===== src/rtl/operand_fetch.sv =====
// operand_fetch: sequencer that reads one or two operands from the 8x32
// operand SRAM through its registered read port and hands them to the ALU
// stage with a valid/ready handshake. It also flags operands taken from
// empty slots.
module operand_fetch #(
  parameter int DATA_W = 32,
  parameter int ADDR_W = 3
) (
  input  logic                   clk,
  input  logic                   rst,
  input  logic                   start,
  input  logic                   unary,
  input  logic [ADDR_W-1:0]      addrA,
  input  logic [ADDR_W-1:0]      addrB,
  input  logic [DATA_W-1:0]      sramData,
  input  logic [(2**ADDR_W)-1:0] slotEmpty,
  input  logic                   aluReady,
  output logic                   RD,
  output logic [ADDR_W-1:0]      Address,
  output logic [DATA_W-1:0]      opA,
  output logic [DATA_W-1:0]      opB,
  output logic                   opValid,
  output logic                   emptyErr,
  output logic                   busy
);

  typedef enum logic [2:0] {
    IDLE  = 3'd0,
    REQ_A = 3'd1,
    CAP_A = 3'd2,
    CAP_B = 3'd3,
    VALID = 3'd4
  } state_t;

  state_t              state_q, state_d;
  logic                rd_q, rd_d;
  logic [ADDR_W-1:0]   address_q, address_d;
  logic [DATA_W-1:0]   opa_q, opa_d;
  logic [DATA_W-1:0]   opb_q, opb_d;
  logic                op_valid_q, op_valid_d;
  logic                empty_err_q, empty_err_d;
  logic                busy_q, busy_d;
  logic [ADDR_W-1:0]   addr_a_q, addr_a_d;
  logic [ADDR_W-1:0]   addr_b_q, addr_b_d;
  logic                unary_q, unary_d;

  // Next-state and next-output logic. The SRAM returns data one cycle after
  // the address is presented, so operand A is captured while operand B's
  // read is already in flight.
  always_comb begin
    state_d     = state_q;
    rd_d        = 1'b0;
    address_d   = address_q;
    opa_d       = opa_q;
    opb_d       = opb_q;
    op_valid_d  = op_valid_q;
    empty_err_d = empty_err_q;
    busy_d      = busy_q;
    addr_a_d    = addr_a_q;
    addr_b_d    = addr_b_q;
    unary_d     = unary_q;

    case (state_q)
      IDLE: begin
        if (start) begin
          addr_a_d    = addrA;
          addr_b_d    = addrB;
          unary_d     = unary;
          empty_err_d = slotEmpty[addrA] | (~unary & slotEmpty[addrB]);
          address_d   = addrA;
          rd_d        = 1'b1;
          busy_d      = 1'b1;
          state_d     = REQ_A;
        end else begin
          rd_d = 1'b0;
        end
      end
      REQ_A: begin
        state_d = CAP_A;
        if (!unary_q) begin
          address_d = addr_b_q;
          rd_d      = 1'b1;
        end else begin
          rd_d = 1'b0;
        end
      end
      CAP_A: begin
        opa_d = sramData;
        rd_d  = 1'b0;
        if (unary_q) begin
          opb_d      = {DATA_W{1'b0}};
          op_valid_d = 1'b1;
          state_d    = VALID;
        end else begin
          state_d = CAP_B;
        end
      end
      CAP_B: begin
        opb_d      = sramData;
        op_valid_d = 1'b1;
        state_d    = VALID;
      end
      VALID: begin
        // start is deliberately ignored here; a new request must come from IDLE.
        if (aluReady) begin
          op_valid_d = 1'b0;
          busy_d     = 1'b0;
          state_d    = IDLE;
        end else begin
          op_valid_d = 1'b1;
        end
      end
      default: begin
        state_d    = IDLE;
        op_valid_d = 1'b0;
        busy_d     = 1'b0;
      end
    endcase
  end

  // State and output registers; reset aborts any fetch immediately.
  always_ff @(posedge clk or posedge rst) begin
    if (rst) begin
      state_q     <= IDLE;
      rd_q        <= 1'b0;
      address_q   <= {ADDR_W{1'b0}};
      opa_q       <= {DATA_W{1'b0}};
      opb_q       <= {DATA_W{1'b0}};
      op_valid_q  <= 1'b0;
      empty_err_q <= 1'b0;
      busy_q      <= 1'b0;
      addr_a_q    <= {ADDR_W{1'b0}};
      addr_b_q    <= {ADDR_W{1'b0}};
      unary_q     <= 1'b0;
    end else begin
      state_q     <= state_d;
      rd_q        <= rd_d;
      address_q   <= address_d;
      opa_q       <= opa_d;
      opb_q       <= opb_d;
      op_valid_q  <= op_valid_d;
      empty_err_q <= empty_err_d;
      busy_q      <= busy_d;
      addr_a_q    <= addr_a_d;
      addr_b_q    <= addr_b_d;
      unary_q     <= unary_d;
    end
  end

  assign RD       = rd_q;
  assign Address  = address_q;
  assign opA      = opa_q;
  assign opB      = opb_q;
  assign opValid  = op_valid_q;
  assign emptyErr = empty_err_q;
  assign busy     = busy_q;

endmodule


===== config.mk =====
export PLATFORM = sky130hd
export DESIGN_NAME = operand_fetch
export DESIGN_NICKNAME = d
export VERILOG_FILES = /design/src/rtl/operand_fetch.sv
export SDC_FILE = /design/constraint.sdc
export NUM_CORES = 1
export LEC_CHECK = 0
export ABC_AREA = 1
export CAP_MARGIN = 20
export CORE_MARGIN = 2
export CORE_UTILIZATION = 47
export DETAILED_ROUTE_END_ITERATION = 10
export PLACE_DENSITY = 0.93
export SKIP_CTS_REPAIR_TIMING = 1
export SYNTH_ARGS = -nofsm -noshare
export SYNTH_HDL_FRONTEND = slang
export SYNTH_SLANG_ARGS = --single-unit

===== constraint.sdc =====
create_clock -name clk -period 5.75 [get_ports clk]
set_clock_uncertainty 0.2 [all_clocks]
set_input_delay 0.8625 -clock clk [delete_from_list [all_inputs] [get_ports clk]]
set_output_delay 0.8625 -clock clk [all_outputs]
set_load 0.02 [all_outputs]

; After elaboration in Yosys (flattened, before gate mapping)
; Cells that the tools add are included.
; Widths: inputs -> output; s select.
[op_classes]
n_shift = 0
n_mux = 22
bitwise = 5
addsub = 0
div_mod_pow = 0
eq_ne = 8
magnitude_cmp = 2
reduce_logical = 11
mul = 0
[ops]
columns = cell, n
row1 = $pmux 32 s2, 1
row2 = $mux 32, 1
row3 = $mux 3, 5
row4 = $pmux 3 s5, 1
row5 = $lt 3x4->1 const B, 2
row6 = $mux 1, 8
row7 = $ne 2x2->1 const B, 4
row8 = $reduce_and 2->1, 4
row9 = $bmux 1 s3, 2
row10 = $eq 3x2->1 const B, 2
row11 = $pmux 3 s2, 1
row12 = $reduce_and 3->1, 2
row13 = $pmux 1 s4, 1
row14 = $reduce_bool 2->1, 2
row15 = $eq 3x1->1 const B, 1
row16 = $eq 3x3->1 const B, 1
row17 = $logic_not 3->1, 1
row18 = $not 1->1, 3
row19 = $pmux 1 s3, 1
row20 = $reduce_or 3->1, 1
row21 = $pmux 1 s2, 1
row22 = $reduce_or 2->1, 1
row23 = $and 1x1->1, 1
row24 = $or 1x1->1, 1
[word_totals]
romBits = 0
mem_bits_rw = 0
input_bits = 51
register_bits = 78
latch_bits = 0
mem_count = 0

; Longest topological paths before layout
; Gate-level depths: netlist (run 1).
[logic_depth]
ltp_word = 4
ltp_mapped = 8

; Worst setup path before layout (run 1)
; Ideal clock, no wire load.
[synth_path]
path_type = input -> register
from = in start
to = reg empty_err_q (netlist: emptyErr)
path_slack_ns = 4.127
arrival_ns = 1.301
t_required_ns = 5.428
path_buffers = 0
cell_stages = 5
setup_ns = 0.122
cell_sequence = nand2_1 -> inv_1 -> or2_1 -> inv_1 -> a21oi_1
[synth_via]
elab_chain_len = 1
[synth_lines]
columns = item, line
row1 = start: declaration, 11  ; input logic start,
row2 = $reduce_and 2->1 (no line), --
row3 = end signal: assignment, 142  ; empty_err_q <= empty_err_d;
row4 = end: declaration, 41  ; logic empty_err_q, empty_err_d;
; No other way between the ends.
; A chain may end at the register's enable or synchronous reset.

; Worst setup path after layout (run 1)
[layout_path]
from = reg opa_q[31] (netlist: opA[31])
to = out opA[31]
[layout_rtl]
columns = item, line
row1 = start: declaration, 38  ; logic [DATA_W-1:0] opa_q, opa_d;
row2 = start signal: assignment, 127  ; opa_q <= {DATA_W{1'b0}};
row3 = start signal: assignment, 139  ; opa_q <= opa_d;
row4 = end: declaration, 20  ; output logic [DATA_W-1:0] opA,
; No word-level cell between the ends.

==> results.md, run 1 <==
- Number of global-route vias before repair: ~2900
- Setup TNS: 0 ns
- Fin nets: between 500 and 600
- Overflow after GRT: 0
- Finished Cell Area: roughly 0.0047 sq mm
- Layout cell share with drive strength beyond 1: 0.06092
- Worst slew margin: 0.3251
- DIE AREA: approximately 0.0074 sq mm
- Arrival @ worst endpoint: 1.34 ns
- Most frequent cells in the layout: clkdlybuf4s50_1, inv_1, dfrtp_1
- Antenna-violating nets left: 0
- Leakage power: 2.287 nW
- Sequential cell area: a little under 0.002 sq mm
- Post-DP Area: 0.004438 sq mm
- GRT Util Overall: 0.2328
- Worst setup EP type: output port
- Sequential fraction of the synthesis area: 0.6137
- Critical Path RT: between 4 and 5 ns
- Die width: ~86 um
- Crit-path slowest cell: clkdlybuf4s50_1
- Wire per inst: between 10 and 15 um
- Max_cap viols: 0
- Placed insts: 537
- Die Y: around 86 um
- Worst-Margin Slew: between 1 and 1.5 ns
- TritonCTS clock tree: yes
- Placer Congestion: 0.8688
- CP Launch Type: flop
- Clk sinks: 78
- Max VDD drop: roughly 0.32 mV
- Fin cells: approximately 550
- Clock Tree Root: clkbuf_8
- Iteration-0 DRC count of the detailed router: 150
- Pre-antenna DRT Iters: 5
- Post-route DRC violation count: 0
- Yosys cell types: 19
- Hold_ws: around 0.3 ns
- Final setup fails: 0
- Top Ports: between 100 and 150
- Clock slew at reported path FFs: roughly 0.080 ns
- PD cells: around 590 mW/mm^2
- Ys Warns: 0
- Post-Route WL: 8283 um
- Largest stage delay, worst path: 0.63 ns
- Multi-input logic area: roughly 840 sq um
- H-tree Lvls: 3
- RSZ-0062 raised after global routing: no
- Core Footprint: roughly 0.0065 sq mm
- Largest net degree at the start of global routing: a little under 80
- # rows: 29
- Post-route setup slack: roughly 3.3 ns
- Post-DP HPWL: 5920 um
- Initial antenna violation count: 0
- Worst hold-check path type: flop to flop
- Worst-Skew Late Latency: 0.34 ns
- Crit path cell chain: clkdlybuf4s50_1
- Final hold violation count: 0
- Total CTS buffers: 9
- Syn_area_per_cell: between 9 and 10 sq um
- Worst Path Max Fanout: 2
- Status: finished clean
- Synth Net Count: between 400 and 500
- Crit path time final: about 2.4 ns
- Crit share post-route: 0.4180
- Pre-CTS setup slack: 3.391 ns
- Layout fillers: ~500
- Delay-heaviest family, CP: buffers and inverters
- Leading cell type in the layout, fill and taps excluded: clkdlybuf4s50_1
- Via count: between 2000 and 3000
- DR vias/cell: 5.159
- Port bufs: about 120
- Layout Area Growth over Synthesis: 47.60%
- Cells after synthesis: 350
- Starting Density: 0.4924
- Slew Viols, Final: 0
- CP Buf/Inv Count: 1
- N_diodes: 0
- Yosys reg bits: just under 80
- First-pass GRT wire length: between 10000 and 15000 um
- Highest Clock Rate: between 400 and 500 MHz
- Mapped Area: approximately 0.0032 sq mm
- Critical path type: flop to output port
- Clk buf depth: 2
-- cell usage after synthesis (all sizes together) --
cell | n | area [sq um]
inv | 87 | 326.6
dfrtp | 78 | 1952
nand2 | 65 | 249.0
o21ai | 39 | 206.5
o22ai | 32 | 200.2
nand3 | 14 | 70.07
buf | 13 | 65.06
nor2 | 12 | 47.55
a21oi | 4 | 23.77
a31oi | 3 | 18.77
a21o | 1 | 7.510
nand3b | 1 | 7.510
or2 | 1 | 6.260
-- registers in the layout, indices dropped and copies added (netlist names) --
name      cells
emptyErr      1
addr_b_q      3
opValid       1
Address       3
RD            1
unary_q       1
busy          1
opB          32
state_q       3
opA          32
-- cells by family after synthesis --
| kind of cell | after synthesis | share of synthesized area |
|---|---|---|
| simple gates | 93 | 0.1196 |
| buf+inv | 100 | 0.1231 |
| flops | 78 | 0.6137 |
| compound gates | 79 | 0.1436 |
-- power breakdown --
group | switching, mW | leakage, nW | internal (mW)
clock | 0.195 | 0.122 | 0.312
combinational | 0.730 | 1.19 | 0.575
sequential | 0.156 | 0.978 | 0.798
total | 1.08 | 2.29 | 1.68
-- stage by stage --
step / utilization / total power [mW]
after floorplan: - / 1.652
after global placement: 0.6871 / 2.200
after detailed placement: 0.6871 / 2.264
after CTS: 0.7269 / 2.780
after global routing: 0.7269 / 2.928
final: 0.7269 / 2.765
-- metal layers --
| layer | share of wire | global-route usage | vias up |
|---|---|---|---|
| met2 | 0.52 | 0.4024 | 130 |
| li1 | - | - | 1344 |
| met4 | 0.023 | 0.1023 | 0 |
| met5 | 0 | 0 | - |
| met1 | 0.39 | 0.2809 | 1359 |
| met3 | 0.067 | 0.05143 | 20 |
-- layout make-up --
cell class	count	area share
Timing Repair Buffer	123	0.2612
Multi-Input combinational cell	172	0.1783
Inverter	87	0.06956
Tap cell	77	0.02052
Clock buffer	11	0.03225
Sequential cell	78	0.4158
Clock inverter	5	0.02239
-- path summary, 6_finish.rpt --
check                           start      end  slack [ns]  cells past startpoint
hold / removal                 opA[9]   opA[9]        0.29                      2
setup / recovery              opA[31]  opA[31]        3.35                      1
setup reg to reg           state_q[0]   opB[1]        3.73                      4
min in group asynchronous         rst  opB[24]        0.93                      3
hold reg to reg                opA[9]   opA[9]        0.29                      2
max in group asynchronous         rst   opB[4]        3.83                      3
Power figures use the tool's default switching activity.
==> run 2, diff against run 1 <==
- CORE_UTILIZATION: 47 -> 39
- PLACE_DENSITY: 0.93 -> 0.83
- clock period: 5.75 -> 2.1 ns (I/O delays scaled with it)
==> results.md, run 2 (synthesis results as in run 1) <==
- Placer Congestion: 0.7823 (was 0.8688)
- Top Ports: 122 (unchanged)
- Post-route DRC violation count: 0 (unchanged)
- Initial antenna violation count: 0 (unchanged)
- Critical Path RT: 1.58 ns (was 4.69 ns)
- Number of global-route vias before repair: 2782 (was 2891)
- H-tree Lvls: 3 (unchanged)
- Port bufs: 121 (unchanged)
- Pre-CTS setup slack: 0.1478 ns (was 3.391 ns)
- Crit-path slowest cell: clkdlybuf4s50_1 (unchanged)
- Max VDD drop: 0.9812 mV (was 0.3183 mV)
- First-pass GRT wire length: 13250 um (was 13460 um)
- Starting Density: 0.4074 (was 0.4924)
- TritonCTS clock tree: yes (unchanged)
- Final hold violation count: 0 (unchanged)
- Total power: 7.336 mW (was 2.765 mW)
- Die width: 94.31 um (was 86.26 um)
- Clk buf depth: 2 (unchanged)
- Layout Area Growth over Synthesis: 47.99% (was 47.60%)
- Post-DP HPWL: 5782 um (was 5920 um)
- DR vias/cell: 4.725 (was 5.159)
- Finished Cell Area: 0.004707 sq mm (was 0.004695 sq mm)
- Post-route setup slack: 0.2549 ns (was 3.347 ns)
- Total CTS buffers: 9 (unchanged)
- Core Footprint: 0.007807 sq mm (was 0.006459 sq mm)
- Setup TNS: 0 ns (unchanged)
- Critical path type: flop to output port (unchanged)
- Fin nets: 523 (was 522)
- N_diodes: 0 (unchanged)
- Via count: 2731 (was 2853)
- Post-DP Area: 0.004493 sq mm (was 0.004438 sq mm)
- PD cells: 1559 mW/mm^2 (was 589.0 mW/mm^2)
- Status: finished clean (unchanged)
- Placed insts: 563 (was 537)
- Overflow after GRT: 0 (unchanged)
- Worst slew margin: 0.5818 (was 0.3251)
- Worst-Margin Slew: 0.6264 ns (was 1.012 ns)
- Clock Tree Root: clkbuf_8 (unchanged)
- Post-Route WL: 8066 um (was 8283 um)
- Fin cells: 578 (was 553)
- Pre-antenna DRT Iters: 5 (unchanged)
- Final design utilization: 0.6029 (was 0.7269)
- Leading cell type in the layout, fill and taps excluded: clkdlybuf4s50_1 (unchanged)
- DIE AREA: 0.008893 sq mm (was 0.007441 sq mm)
- Highest Clock Rate: around 540 MHz
- Crit path cell chain: clkdlybuf4s50_1 (unchanged)
- Layout fillers: 681 (was 489)
- CP Launch Type: flop (unchanged)
- CP Buf/Inv Count: 1 (unchanged)
- RSZ-0062 raised after global routing: no (unchanged)
- Wire per inst: 13.96 um (was 14.98 um)
- Worst setup EP type: output port (unchanged)
- Crit share post-route: 0.8786
- Hold_ws: 0.2479 ns (was 0.2929 ns)
- Max_cap viols: 0 (unchanged)
- Worst-Skew Late Latency: 0.33 ns (was 0.34 ns)
- Arrival @ worst endpoint: 1.33 ns (was 1.34 ns)
- Leakage power: 2.269 nW (was 2.287 nW)
- GRT Util Overall: 0.1919 (was 0.2328)
- Clk sinks: 78 (unchanged)
- Layout cell share with drive strength beyond 1: 0.06092 (unchanged)
- Largest net degree at the start of global routing: 79 (unchanged)
- Antenna-violating nets left: 0 (unchanged)
- Delay-heaviest family, CP: buffers and inverters (unchanged)
- Iteration-0 DRC count of the detailed router: 137 (was 150)
- Most frequent cells in the layout: clkdlybuf4s50_1, inv_1, dfrtp_1 (unchanged)
- Clock slew at reported path FFs: 0.08 ns (about the same)
- Worst hold-check path type: input pin to asynchronous set/reset pin (was flop to flop)
- Crit path time final: ~1.8 ns
- Slew Viols, Final: 0 (unchanged)
- Die Y: 94.31 um (was 86.26 um)
- Worst Path Max Fanout: 2 (unchanged)
- Largest stage delay, worst path: 0.62 ns (was 0.63 ns)
- Final setup fails: 0 (unchanged)
- # rows: 32 (was 29)
run 2: cell count changes in the layout (fill, tap and decap cells not counted):
cell	previous run	this run
clkinvlp_4	2	4
clkbuf_8	11	9
bufinv_16	3	2
inv_2	6	4
clkinv_2	0	1
inv_4	0	1
buf_12	0	1
run 2: routing by layer:
| layer | wire length [um] | vias up | global-route usage |
|---|---|---|---|
| met2 | 4177 | 89 | 0.3399 |
| met1 | 3352 | 1299 | 0.2298 |
| met5 | 0 | - | 0 |
| met4 | 71 | 0 | 0.05676 |
| li1 | - | 1338 | - |
| met3 | 464 | 5 | 0.04976 |
run 2: where the power goes:
group	switching, mW	internal (mW)	total [mW]
Clock	0.538	0.660	1.20
Sequential	0.405	2.18	2.59
Combinational	1.97	1.58	3.55
run 2: path summary, 6_finish.rpt:
| kind | startpoint | end | slack (ns) | cells past startpoint |
|---|---|---|---|---|
| setup / recovery | opA[30] | opA[30] | 0.25 | 1 |
| hold / removal | rst | opA[11] | 0.25 | 3 |
| setup reg to reg | state_q[0] | opB[16] | 0.45 | 4 |
| hold reg to reg | opA[31] | opA[31] | 0.29 | 2 |
| max in group asynchronous | rst | opA[27] | 1.13 | 3 |
| min in group clk | opA[31] | opA[31] | 0.29 | 2 |
run 2: tightest hold or removal path, delay by kind of cell:
kind / cells / cell delay, ns
buffers and inverters: 3 / 0.88
run 2: final cells by class:
type,instances,area (sq um),area share
Clock buffer,9,123.9,0.02632
Clock inverter,6,87.58,0.01861
Sequential cell,78,1952,0.4147
Timing Repair Buffer,124,1246,0.2648
Inverter,87,332.8,0.07071
Multi-Input combinational cell,172,837.1,0.1778
Tap cell,102,127.6,0.02711
==> run 3, diff against run 2 <==
- MAX_ROUTING_LAYER: not set -> met4
==> results.md, run 3 (synthesis results as in run 1) <==
- Max VDD drop: 0.9822 mV (was 0.9812 mV)
- Worst-Margin Slew: 0.6255 ns (was 0.6264 ns)
- Clock slew at reported path FFs: 0.08 ns (about the same)
- Crit path time final: 1.843 ns (was 1.845 ns)
- Post-DP HPWL: 5782 um (unchanged)
- Crit path cell chain: clkdlybuf4s50_1 (unchanged)
- Worst Path Max Fanout: 2 (unchanged)
- Clk sinks: 78 (unchanged)
- Layout cell share with drive strength beyond 1: 0.06092 (unchanged)
- Leading cell type in the layout, fill and taps excluded: clkdlybuf4s50_1 (unchanged)
- Total CTS buffers: 9 (unchanged)
- CP Buf/Inv Count: 1 (unchanged)
- Delay-heaviest family, CP: buffers and inverters (unchanged)
- Fin cells: 578 (unchanged)
- Layout fillers: 681 (unchanged)
- Starting Density: 0.4074 (unchanged)
- # rows: 32 (unchanged)
- Worst slew margin: 0.5824 (was 0.5818)
- Worst hold-check path type: input pin to asynchronous set/reset pin (unchanged)
- RSZ-0062 raised after global routing: no (unchanged)
- GRT Util Overall: 0.1977 (was 0.1919)
- Crit-path slowest cell: clkdlybuf4s50_1 (unchanged)
- Critical path type: flop to output port (unchanged)
- Largest stage delay, worst path: 0.62 ns (about the same)
- H-tree Lvls: 3 (unchanged)
- Initial antenna violation count: 0 (unchanged)
- Crit share post-route: 0.8776 (was 0.8786)
- Post-route DRC violation count: 0 (unchanged)
- Final hold violation count: 0 (unchanged)
- Final setup fails: 0 (unchanged)
- Multi-input logic area: 837.1 sq um (unchanged)
- Highest Clock Rate: 542.6 MHz (was 542.0 MHz)
- Via count: 2729 (was 2731)
- Worst-Skew Late Latency: 0.33 ns (about the same)
- Top Ports: 122 (unchanged)
- Post-Route WL: 8078 um (was 8066 um)
- Status: finished clean (unchanged)
- Critical Path RT: 1.58 ns (about the same)
- Placed insts: 563 (unchanged)
- Die width: 94.31 um (unchanged)
- Arrival @ worst endpoint: 1.33 ns (about the same)
- DR vias/cell: 4.721 (was 4.725)
- Number of global-route vias before repair: 2773 (was 2782)
- Wire per inst: 13.98 um (was 13.96 um)
- Largest net degree at the start of global routing: 79 (unchanged)
- Hold_ws: 0.2487 ns (was 0.2479 ns)
- Clock Tree Root: clkbuf_8 (unchanged)
- Clk buf depth: 2 (unchanged)
- Pre-antenna DRT Iters: 5 (unchanged)
- Placer Congestion: 0.7932 (was 0.7823)
- Leakage power: 2.269 nW (unchanged)
- Layout Area Growth over Synthesis: 47.99% (unchanged)
- Core Footprint: 0.007807 sq mm (unchanged)
- Iteration-0 DRC count of the detailed router: 133 (was 137)
- Most frequent cells in the layout: clkdlybuf4s50_1, inv_1, dfrtp_1 (unchanged)
- DIE AREA: 0.008893 sq mm (unchanged)
- N_diodes: 0 (unchanged)
- CP Launch Type: flop (unchanged)
- Port bufs: 121 (unchanged)
- Slew Viols, Final: 0 (unchanged)
- TritonCTS clock tree: yes (unchanged)
- Max_cap viols: 0 (unchanged)
- PD cells: 1559 mW/mm^2 (about the same)
- Sequential cell area: 0.001952 sq mm (unchanged)
- Fin nets: 523 (unchanged)
- Setup TNS: 0 ns (unchanged)
- Worst setup EP type: output port (unchanged)
- Overflow after GRT: 0 (unchanged)
- Antenna-violating nets left: 0 (unchanged)
- Die Y: 94.31 um (unchanged)
- First-pass GRT wire length: 13270 um (was 13250 um)
run 3: cell counts in the layout (fill, tap and decap cells not counted):
No cell type changed its count.
run 3: worst register-to-register path: cells and delay by family, from the launching register on:
kind / cells / cell delay (ns)
AOI/OAI and AO/OA: 1 / 0.11
buffers and inverters: 1 / 0.43
and+or+nand+nor: 3 / 0.40
DFF: 1 / 0.43
run 3: area by class of cell:
cell class,instances,share of cell area
flip-flops and latches,78,0.4147
repair buffers,124,0.2648
multi-input cells,172,0.1778
inverters,87,0.07071
well taps,102,0.02711
clock buffers,9,0.02632
clock inverters,6,0.01861
run 3: layer usage:
metal | vias to the layer above | wire [um] | track usage
met1 | 1299 | 3417 | 0.2339
met4 | 0 | 67 | 0.05676
met5 | - | 0 | -
met3 | 6 | 400 | 0.04575
met2 | 85 | 4192 | 0.3387
li1 | 1339 | - | -
run 3: worst paths after layout:
kind,cells past startpoint,startpoint,slack (ns),endpoint
worst max register to register,5,state_q[1],0.45,opA[19]
worst max-delay path,1,opA[30],0.26,opA[30]
worst min-delay path,3,rst,0.25,opA[11]
min in group clk,2,opA[31],0.29,opA[31]
worst min register to register,2,opA[31],0.29,opA[31]
max in group asynchronous,3,rst,1.12,opA[6]
run 3: stage by stage:
| stage | power, mW | area [sq um] | utilization | setup WS, ns |
|---|---|---|---|---|
| finish | 7.336 | 4707 | 0.6029 | 0.2570 |
| global route | 7.842 | 4707 | 0.6029 | 0.1893 |
| detailed placement | 6.201 | 4493 | 0.5755 | 0.1478 |
| floorplan | 4.524 | 3184 | - | 0.7031 |
| global placement | 6.051 | 4493 | 0.5755 | 0.2955 |
| CTS | 7.420 | 4705 | 0.6026 | 0.1315 |
run 3: where the power goes:
part | total (mW) | switching [mW] | leakage, nW | internal [mW]
Sequential | 2.59 | 0.405 | 0.978 | 2.18
Combinational | 3.55 | 1.97 | 1.19 | 1.58
Clock | 1.20 | 0.537 | 0.0973 | 0.661
